$ cat config.mk
export PLATFORM = sky130hd
export DESIGN_NAME = scan_coord_gen
export DESIGN_NICKNAME = d
export VERILOG_FILES = /design/src/rtl/scan_pkg.sv /design/src/rtl/scan_next_coord.sv /design/src/rtl/scan_coord_gen.sv
export SDC_FILE = /design/constraint.sdc
export NUM_CORES = 1
export LEC_CHECK = 0
export CORE_UTILIZATION = 45
export DETAILED_ROUTE_END_ITERATION = 7
export GPL_ROUTABILITY_DRIVEN = 0
export MAX_ROUTING_LAYER = met4
export PLACE_DENSITY = 0.77
export RECOVER_POWER = 100
export SKIP_CTS_REPAIR_TIMING = 1
export SLEW_MARGIN = 25
export SYNTH_ARGS = -nofsm -noshare
export SYNTH_HDL_FRONTEND = slang
export SYNTH_SLANG_ARGS = --single-unit
$ cat constraint.sdc
create_clock -name clk -period 6.1 [get_ports clk]
set_input_delay 0.61 -clock clk [delete_from_list [all_inputs] [get_ports clk]]
set_output_delay 0.61 -clock clk [all_outputs]
set_load 0.02 [all_outputs]
$ cat src/rtl/scan_pkg.sv
// Shared types and constants for the scan controller and its coordinate generator.
package scan_pkg;

  localparam int MAX_LOG2 = 5;

  typedef enum logic [1:0] {
    SCAN_DIAG = 2'd0,
    SCAN_HOR  = 2'd1,
    SCAN_VER  = 2'd2,
    SCAN_RSVD = 2'd3
  } scan_type_e;

  typedef enum logic [1:0] {
    IDLE = 2'd0,
    RUN  = 2'd1,
    DONE = 2'd2
  } gen_state_e;

  function automatic logic [2:0] clamp_log2(input logic [2:0] l2);
    return (l2 > 3'(MAX_LOG2)) ? 3'(MAX_LOG2) : l2;
  endfunction

endpackage

$ cat src/rtl/scan_next_coord.sv
// Combinational step of a scan walk: current (x, y) to the following in-block position.
// Output at the final position of a block is unused by the caller.
module scan_next_coord
  import scan_pkg::*;
#(
  parameter int COORD_W = MAX_LOG2
) (
  input  logic [COORD_W-1:0] x,
  input  logic [COORD_W-1:0] y,
  input  logic [COORD_W-1:0] w_m1,
  input  logic [COORD_W-1:0] h_m1,
  input  scan_type_e         scan_type,
  output logic [COORD_W-1:0] next_x,
  output logic [COORD_W-1:0] next_y
);

  logic [COORD_W:0]   d_next;
  logic [COORD_W-1:0] y0;

  always_comb begin
    d_next = {1'b0, x} + {1'b0, y} + (COORD_W+1)'(1);
    // New up-right diagonal starts on the lowest row it can reach inside the block.
    y0     = (d_next > {1'b0, h_m1}) ? h_m1 : d_next[COORD_W-1:0];
    next_x = x;
    next_y = y;
    case (scan_type)
      SCAN_HOR: begin
        if (x == w_m1) begin
          next_x = '0;
          next_y = y + COORD_W'(1);
        end else begin
          next_x = x + COORD_W'(1);
        end
      end
      SCAN_VER: begin
        if (y == h_m1) begin
          next_y = '0;
          next_x = x + COORD_W'(1);
        end else begin
          next_y = y + COORD_W'(1);
        end
      end
      default: begin
        if (y == '0 || x == w_m1) begin
          next_y = y0;
          next_x = d_next[COORD_W-1:0] - y0;
        end else begin
          next_x = x + COORD_W'(1);
          next_y = y - COORD_W'(1);
        end
      end
    endcase
  end

endmodule

$ cat src/rtl/scan_coord_gen.sv
// Streams one (x, y) coordinate per accepted beat over a transform block; first beat one cycle after start.
// Outputs hold while coord_ready is low; done pulses for one cycle after the last beat is accepted.
module scan_coord_gen
  import scan_pkg::*;
#(
  parameter int POS_W   = 2*MAX_LOG2,
  parameter int COORD_W = MAX_LOG2
) (
  input  logic               clk,
  input  logic               rst,
  input  logic               start,
  input  logic [2:0]         log2BlockWidth,
  input  logic [2:0]         log2BlockHeight,
  input  logic [1:0]         scanType,
  input  logic               coord_ready,
  output logic               coord_valid,
  output logic [COORD_W-1:0] pos_x,
  output logic [COORD_W-1:0] pos_y,
  output logic [POS_W-1:0]   scan_idx,
  output logic               last,
  output logic               busy,
  output logic               done
);

  gen_state_e         state;
  scan_type_e         stype;
  logic [COORD_W-1:0] w_m1, h_m1;
  logic [POS_W-1:0]   n_m1;

  logic [2:0]         lw, lh;
  logic [3:0]         lsum;
  logic [COORD_W-1:0] w_m1_in, h_m1_in;
  logic [POS_W-1:0]   n_m1_in;
  logic [POS_W-1:0]   idx_inc;
  logic [COORD_W-1:0] nx, ny;
  logic               accept;

  // Block size minus one as a low-bit mask; a full-width shift leaves all ones.
  assign lw      = clamp_log2(log2BlockWidth);
  assign lh      = clamp_log2(log2BlockHeight);
  assign lsum    = {1'b0, lw} + {1'b0, lh};
  assign w_m1_in = ~({COORD_W{1'b1}} << lw);
  assign h_m1_in = ~({COORD_W{1'b1}} << lh);
  assign n_m1_in = ~({POS_W{1'b1}} << lsum);
  assign idx_inc = scan_idx + POS_W'(1);
  assign accept  = coord_valid && coord_ready;

  scan_next_coord #(
    .COORD_W (COORD_W)
  ) u_next (
    .x         (pos_x),
    .y         (pos_y),
    .w_m1      (w_m1),
    .h_m1      (h_m1),
    .scan_type (stype),
    .next_x    (nx),
    .next_y    (ny)
  );

  always_ff @(posedge clk) begin
    if (rst) begin
      state       <= IDLE;
      coord_valid <= 1'b0;
      last        <= 1'b0;
      busy        <= 1'b0;
      done        <= 1'b0;
      pos_x       <= '0;
      pos_y       <= '0;
      scan_idx    <= '0;
    end else begin
      case (state)
        IDLE: begin
          done <= 1'b0;
          if (start) begin
            w_m1        <= w_m1_in;
            h_m1        <= h_m1_in;
            n_m1        <= n_m1_in;
            stype       <= scan_type_e'(scanType);
            pos_x       <= '0;
            pos_y       <= '0;
            scan_idx    <= '0;
            last        <= (n_m1_in == '0);
            coord_valid <= 1'b1;
            busy        <= 1'b1;
            state       <= RUN;
          end
        end
        RUN: begin
          if (accept) begin
            if (last) begin
              coord_valid <= 1'b0;
              last        <= 1'b0;
              done        <= 1'b1;
              state       <= DONE;
            end else begin
              pos_x    <= nx;
              pos_y    <= ny;
              scan_idx <= idx_inc;
              last     <= (idx_inc == n_m1);
            end
          end
        end
        DONE: begin
          done  <= 1'b0;
          busy  <= 1'b0;
          state <= IDLE;
        end
        default: state <= IDLE;
      endcase
    end
  end

endmodule

# Word-level counts from Yosys, hierarchy flattened
# Index checks and enable logic that the tools add are counted.
[word_totals]
output_inout_bits = 24
wordCells = 99
regBits = 48
in_bits = 12
[classes]
reduce_logical = 18
n_eq_ne = 13
add_sub_neg = 8
bitwise_logic = 4
muxes = 38
shift = 3
magnitude_cmp = 3
[op_table]
columns = ["operator", "n"]
rows = [
  ["two-way mux 5 bit", 12],
  ["one-hot mux 5 bit (2 select lines)", 4],
  ["two-way mux 10 bit", 3],
  ["one-hot mux 10 bit (2 select lines)", 1],
  ["AND reduction 3 bit", 4],
  ["adder 10 x 1 -> 10 bit, second input constant", 1],
  ["adder 5 x 1 -> 5 bit, second input constant", 2],
  ["== test 10 bit", 1],
  ["== test 5 bit", 2],
  ["zero test 10 bit", 1],
  ["NOT 10 bit", 1],
  ["NOT 5 bit", 2],
  ["AND reduction 5 bit", 2],
  ["left shift 10 x 4 -> 10 bit, first input constant", 1],
  ["left shift 5 x 3 -> 5 bit, first input constant", 2],
  ["two-way mux 1 bit", 8],
  ["inequality test 2 bit, second input constant", 4],
  ["one-hot mux 1 bit (2 select lines)", 4],
  ["AND reduction 4 bit", 2],
  ["adder 5 x 5 -> 6 bit", 1],
  ["adder 6 x 1 -> 6 bit, second input constant", 1],
  ["greater-than comparator 3 bit, second input constant", 2],
  ["greater-than comparator 6 x 5 -> 1 bit", 1],
  ["two-way mux 2 bit", 3],
  ["other kinds (16)", 22],
]

# Depth between registers and ports, before layout
[depth]
depth_word = 10
ltp_mapped = 22
ltp_nobuf = 22

# Modules after synthesis
# A second synthesis with hierarchy kept.
[hier_totals]
cells_unflattened = 417
area_unflattened_um2 = 3619.7
[by_module_without_submodules]
columns = ["module", "cells_per_inst", "area_per_inst_um2", "seq_area_each_um2", "n_inst"]
rows = [
  ["scan_coord_gen", 236, 2331.0, 1181.1, 1],
  ["scan_next_coord", 181, 1288.7, 0.0, 1],
]

# Worst setup path after synthesis
# No wires, ideal clock.
[synth_timing]
path_type = "reg2reg"
startpoint = "register pos_y[0]"
endpoint = "register pos_x[4]"
slack_ns = 2.211
required_time_ns = 5.980
path_buffers = 0
synth_period_minus_slack_ns = 3.889
setup_ns = 0.120
path_stages_with_launch = 19
arrival_ns = 3.769
cell_sequence = "dfxtp_1 inv_1 ha_1 fa_1 xnor2_1 ha_1 o21a_2 o31ai_2 a21oi_2 nor3_4 mux2i_1 inv_1 fa_1 inv_1 a21o_1 a21oi_1 o21a_1 nor3_1 o21ai_1"
[synth_via]
elab_chain_len = 10
elab_cells_between_ends = 15
classes_between = "add/sub (3); order compare (1); eq/ne (2); mux (6); reduce/logical (3)"
[synth_lines]
columns = ["item", "line_no", "text"]
rows = [
  ["from (decl)", "scan_coord_gen.sv:18", "output logic [COORD_W-1:0] pos_y,"],
  ["from (signal assigned)", "scan_coord_gen.sv:97", "pos_y <= ny;"],
  ["adder 5 x 5 -> 6 bit", "scan_next_coord.sv:21", "d_next = {1'b0, x} + {1'b0, y} + (COORD_W+1)'(1);"],
  ["adder 6 x 1 -> 6 bit", "scan_next_coord.sv:21", ""],
  ["greater-than comparator 6 x 5 -> 1 bit", "scan_next_coord.sv:23", "y0 = (d_next > {1'b0, h_m1}) ? h_m1 : d_next[COORD_W-1:0];"],
  ["two-way mux 5 bit", "scan_next_coord.sv:23", ""],
  ["subtractor 5 bit", "scan_next_coord.sv:46", "next_x = d_next[COORD_W-1:0] - y0;"],
  ["two-way mux 5 bit", "scan_next_coord.sv:44", "if (y == '0 || x == w_m1) begin"],
  ["one-hot mux 5 bit (2 select lines)", "scan_next_coord.sv:26", "case (scan_type)"],
  ["two-way mux 5 bit", "scan_coord_gen.sv:90", "if (last) begin"],
  ["two-way mux 5 bit", "scan_coord_gen.sv:89", "if (accept) begin"],
  ["one-hot mux 5 bit (2 select lines)", "scan_coord_gen.sv:71", "case (state)"],
  ["to (signal assigned)", "scan_coord_gen.sv:96", "pos_x <= nx;"],
  ["to (decl)", "scan_coord_gen.sv:17", "output logic [COORD_W-1:0] pos_x,"],
]
# Several ways; a longest one is shown, not always the timed one. The select of a mux whose other input is x is not followed.
# A chain may end at the register's enable or synchronous reset.

# Final worst setup path
# Ends and elaborated chain as after synthesis.

==> flow_metrics.py <==
metrics = {
    "clock_network": {
        "clock_sinks": 48,
        "clkTransAtPathRegs_ps": 90,
        "cts_tree": "yes",
        "htree_levels": 2,
        "root_buffer": "clkbuf_8",
        "cts.path.max_buffers": 2,
        "cts_buffers": 5,
        "clock_latency_ps": 310,
    },
    "grt": {
        "grt_max_degree": 25,
        "antenna_found_initial": 0,
        "first_global_vias": 2672,
        "overflow": 0,
        "grt_pass1_wl_mm": 12.8,
        "grt_usage_pct": 21.6,
    },
    "route": {
        "wirelength_mm": 7.90,
        "avgViaCountPerCell": 5.90,
        "wl_per_cell_um": 15.7,
        "initialDrtViolationCount": 235,
        "route.vias.total": 2960,
        "drt_pass1_iterations": 5,
        "ant_nets": 0,
        "drcViolationCount": 0,
    },
    "sta": {
        "finalSetupViolCount": 0,
        "relSlewSlack_pct": 22.0,
        "tightest_slew_ps": 1160,
        "timing.fmax_mhz": 202,
        "whs_ps": 462,
        "layout_min_cycle_time_ps": 4950,
        "period_share_pct": 81.1,
        "drv_slew": 0,
        "tns_ps": 0,
        "rsz0062_at_grt": "no",
        "clock_skew_ps": 11.8,
        "finalHoldViolations": 0,
    },
    "critical_path": {
        "crit_type": "register to register",
        "ff2ff_path_depth": 20,
        "startpoint_type": "register",
        "r2r_setup_slack_ps": 1150,
        "path_max_fanout": 8,
        "rr_startpoint": "pos_y[0]",
        "r2r-end": "pos_x[4]",
        "crit_path_end_kind": "register",
        "required_ps": 6330,
        "arrival_ps": 5180,
    },
    "hold_path": {
        "min_path_cells": 2,
        "hold_start": "busy",
        "hold_end": "busy",
        "hold_path.class": "register to register",
    },
    "power": {
        "internal_power_uw": 497,
        "power.switching_uw": 196,
        "p_seq_share_pct": 51.7,
        "power_frac_clock_pct": 29.2,
        "p_comb_share_pct": 19.1,
        "powerDensity_nw_per_um2": 178,
        "p_leak_uw": 0.00157,
        "ir_drop_v": 0.000101,
        "switching_share_pct": 28.3,
    },
    "final_layout": {
        "num_antenna_cells": 0,
        "postLayoutCoreUtil_pct": 53.4,
        "drive_gt1_share_pct": 6.45,
        "finish.net_count": 441,
        "syn_to_final_growth_pct": 14.1,
        "design_area_um2": 3900,
    },
    "placed_design": {
        "port_buffers": 35,
        "dp_hpwl_mm": 5.83,
        "placedInstanceArea_um2": 3840,
    },
    "synthesis": {
        "ys_warn_count": 0,
        "syn-cell-area_um2": 3410,
        "synth-seq-cells": 48,
        "syn-instance-count": 369,
        "synth_fp_nets": 408,
        "synth-seq-area-share_pct": 34.6,
        "avgSynthCellArea_um2": 9.25,
        "async_flop_share_pct": 0,
        "synth_cell_type_count": 68,
        "synth_flop_cell": "dfxtp_1",
        "synth-edff-count": 22,
    },
    "die": {
        "fp.dieW_um": 89.1,
        "initial_core_util_pct": 46.8,
        "core-area_um2": 7290,
        "dieArea_um2": 7940,
        "fp.dieH_um": 89.1,
        "ios": 36,
        "rows": 31,
    },
    "status": {
        "status": "finished clean",
    },
    "run": {
        "maxCapViolCount": 0,
    },
}
worst max-delay path by stage:
stage	slack [ps]	from	to	cells past startpoint
global placement	2150	pos_y[0]	pos_x[4]	18
floorplan	2210	pos_y[0]	pos_x[4]	18
CTS	1810	pos_y[0]	pos_x[4]	20
detailed placement	1910	pos_y[0]	pos_x[4]	21
finish	1150	pos_y[0]	pos_x[4]	20
global route	770	pos_y[0]	pos_x[4]	19
worst max-delay path, stage by stage (launching register included):
cell and delay [ps]:
dfxtp_1 500, inv_1 140, ha_1 240, fa_1 400, inv_1 80, a21o_1 120, a21oi_1 100, xnor2_1 220
ha_1 280, o22ai_1 160, a21oi_1 90, nor3_1 900, mux2i_1 440, inv_1 120, fa_1 450, inv_1 70
a21o_1 100, a21oi_1 80, nor3_1 160, nor3_1 70, o21ai_0 140
per-stage QoR:
stage	cells	setup slack (ps)	power, µW
floorplan	369	2210	460
global placement	494	2150	496
global route	502	772	725
detailed placement	494	1910	500
finish	502	1150	694
CTS	502	1810	698
power groups by stage:
stage	clock network [µW]	logic [µW]	registers, µW
after floorplan	0	93.1	367
after global placement	0	130	366
after detailed placement	0	134	366
after CTS	204	136	359
after global routing	217	147	360
final	202	132	359
final cells by class:
cell class                      instances  area, µm²
Tap cell                               99        124
Inverter                               23       86.3
Multi-Input combinational cell        288       2060
Timing Repair Buffer                   36        354
Fill cell                             686       3400
Clock buffer                            7       86.3
Sequential cell                        48       1180
Clock inverter                          1       8.76
sequential cells by signal, summed over array words and instances, names as in the netlist:
signal and cells:
scan_idx 10, last 1, state 2, h_m1 5
stype 2, done 1, w_m1 5, coord_valid 1
pos_y 5, pos_x 5, busy 1, n_m1 10
cell usage in the layout (no fill, tap or decap), types with 17 or more instances in the layout:
master,synthesis,final
dfxtp_1,26,26
dlygate4sd3_1,0,30
o21ai_0,15,17
inv_1,22,22
nand2_1,26,26
a21oi_1,25,27
xnor2_1,24,24
nor2_1,29,29
edfxtp_1,22,22
ha_1,24,24
cell usage after synthesis, types with 3 or more instances:
library cell | count | area share (%)
nor3_1 | 11 | 1.6
nand2_1 | 26 | 2.9
and3_4 | 3 | 0.99
dfxtp_1 | 26 | 15
inv_1 | 22 | 2.4
a211oi_1 | 3 | 0.66
a21o_1 | 10 | 2.2
o21ai_0 | 15 | 2.2
o21ai_1 | 4 | 0.59
ha_1 | 24 | 8.8
xnor2_1 | 24 | 6.2
clkbuf_1 | 6 | 0.66
nor3b_1 | 3 | 0.66
nor2_1 | 29 | 3.2
o21a_1 | 3 | 0.66
a32oi_1 | 4 | 1.0
nand3_1 | 12 | 1.8
a21oi_1 | 25 | 3.7
or3_1 | 4 | 0.73
edfxtp_1 | 22 | 19
o22ai_1 | 5 | 0.92
fa_1 | 3 | 1.8
and3_1 | 3 | 0.55
mux2i_1 | 3 | 0.88
a22oi_1 | 4 | 0.88
nand2b_1 | 3 | 0.55
nor2b_1 | 7 | 1.3
xor2_1 | 10 | 2.6
or2_2 | 3 | 0.55
kinds of logic after synthesis:
logic type,synth area share (%)
and+or+nand+nor,19.5
AOI/OAI and AO/OA,20.5
DFF,34.6
xor gates and xnor gates,9.86
buffers and inverters,4.14
adders and majority gates,10.6
muxes,0.880
per-layer routing:
| layer | wire length [µm] | global-route usage, % | up-vias |
|---|---|---|---|
| met4 | 120 | 6.49 | 0 |
| met1 | 3580 | 29.2 | 1404 |
| li1 | - | - | 1415 |
| met3 | 535 | 3.97 | 16 |
| met5 | 0 | - | - |
| met2 | 3670 | 33.2 | 125 |
(Power assumes the default switching activity.)
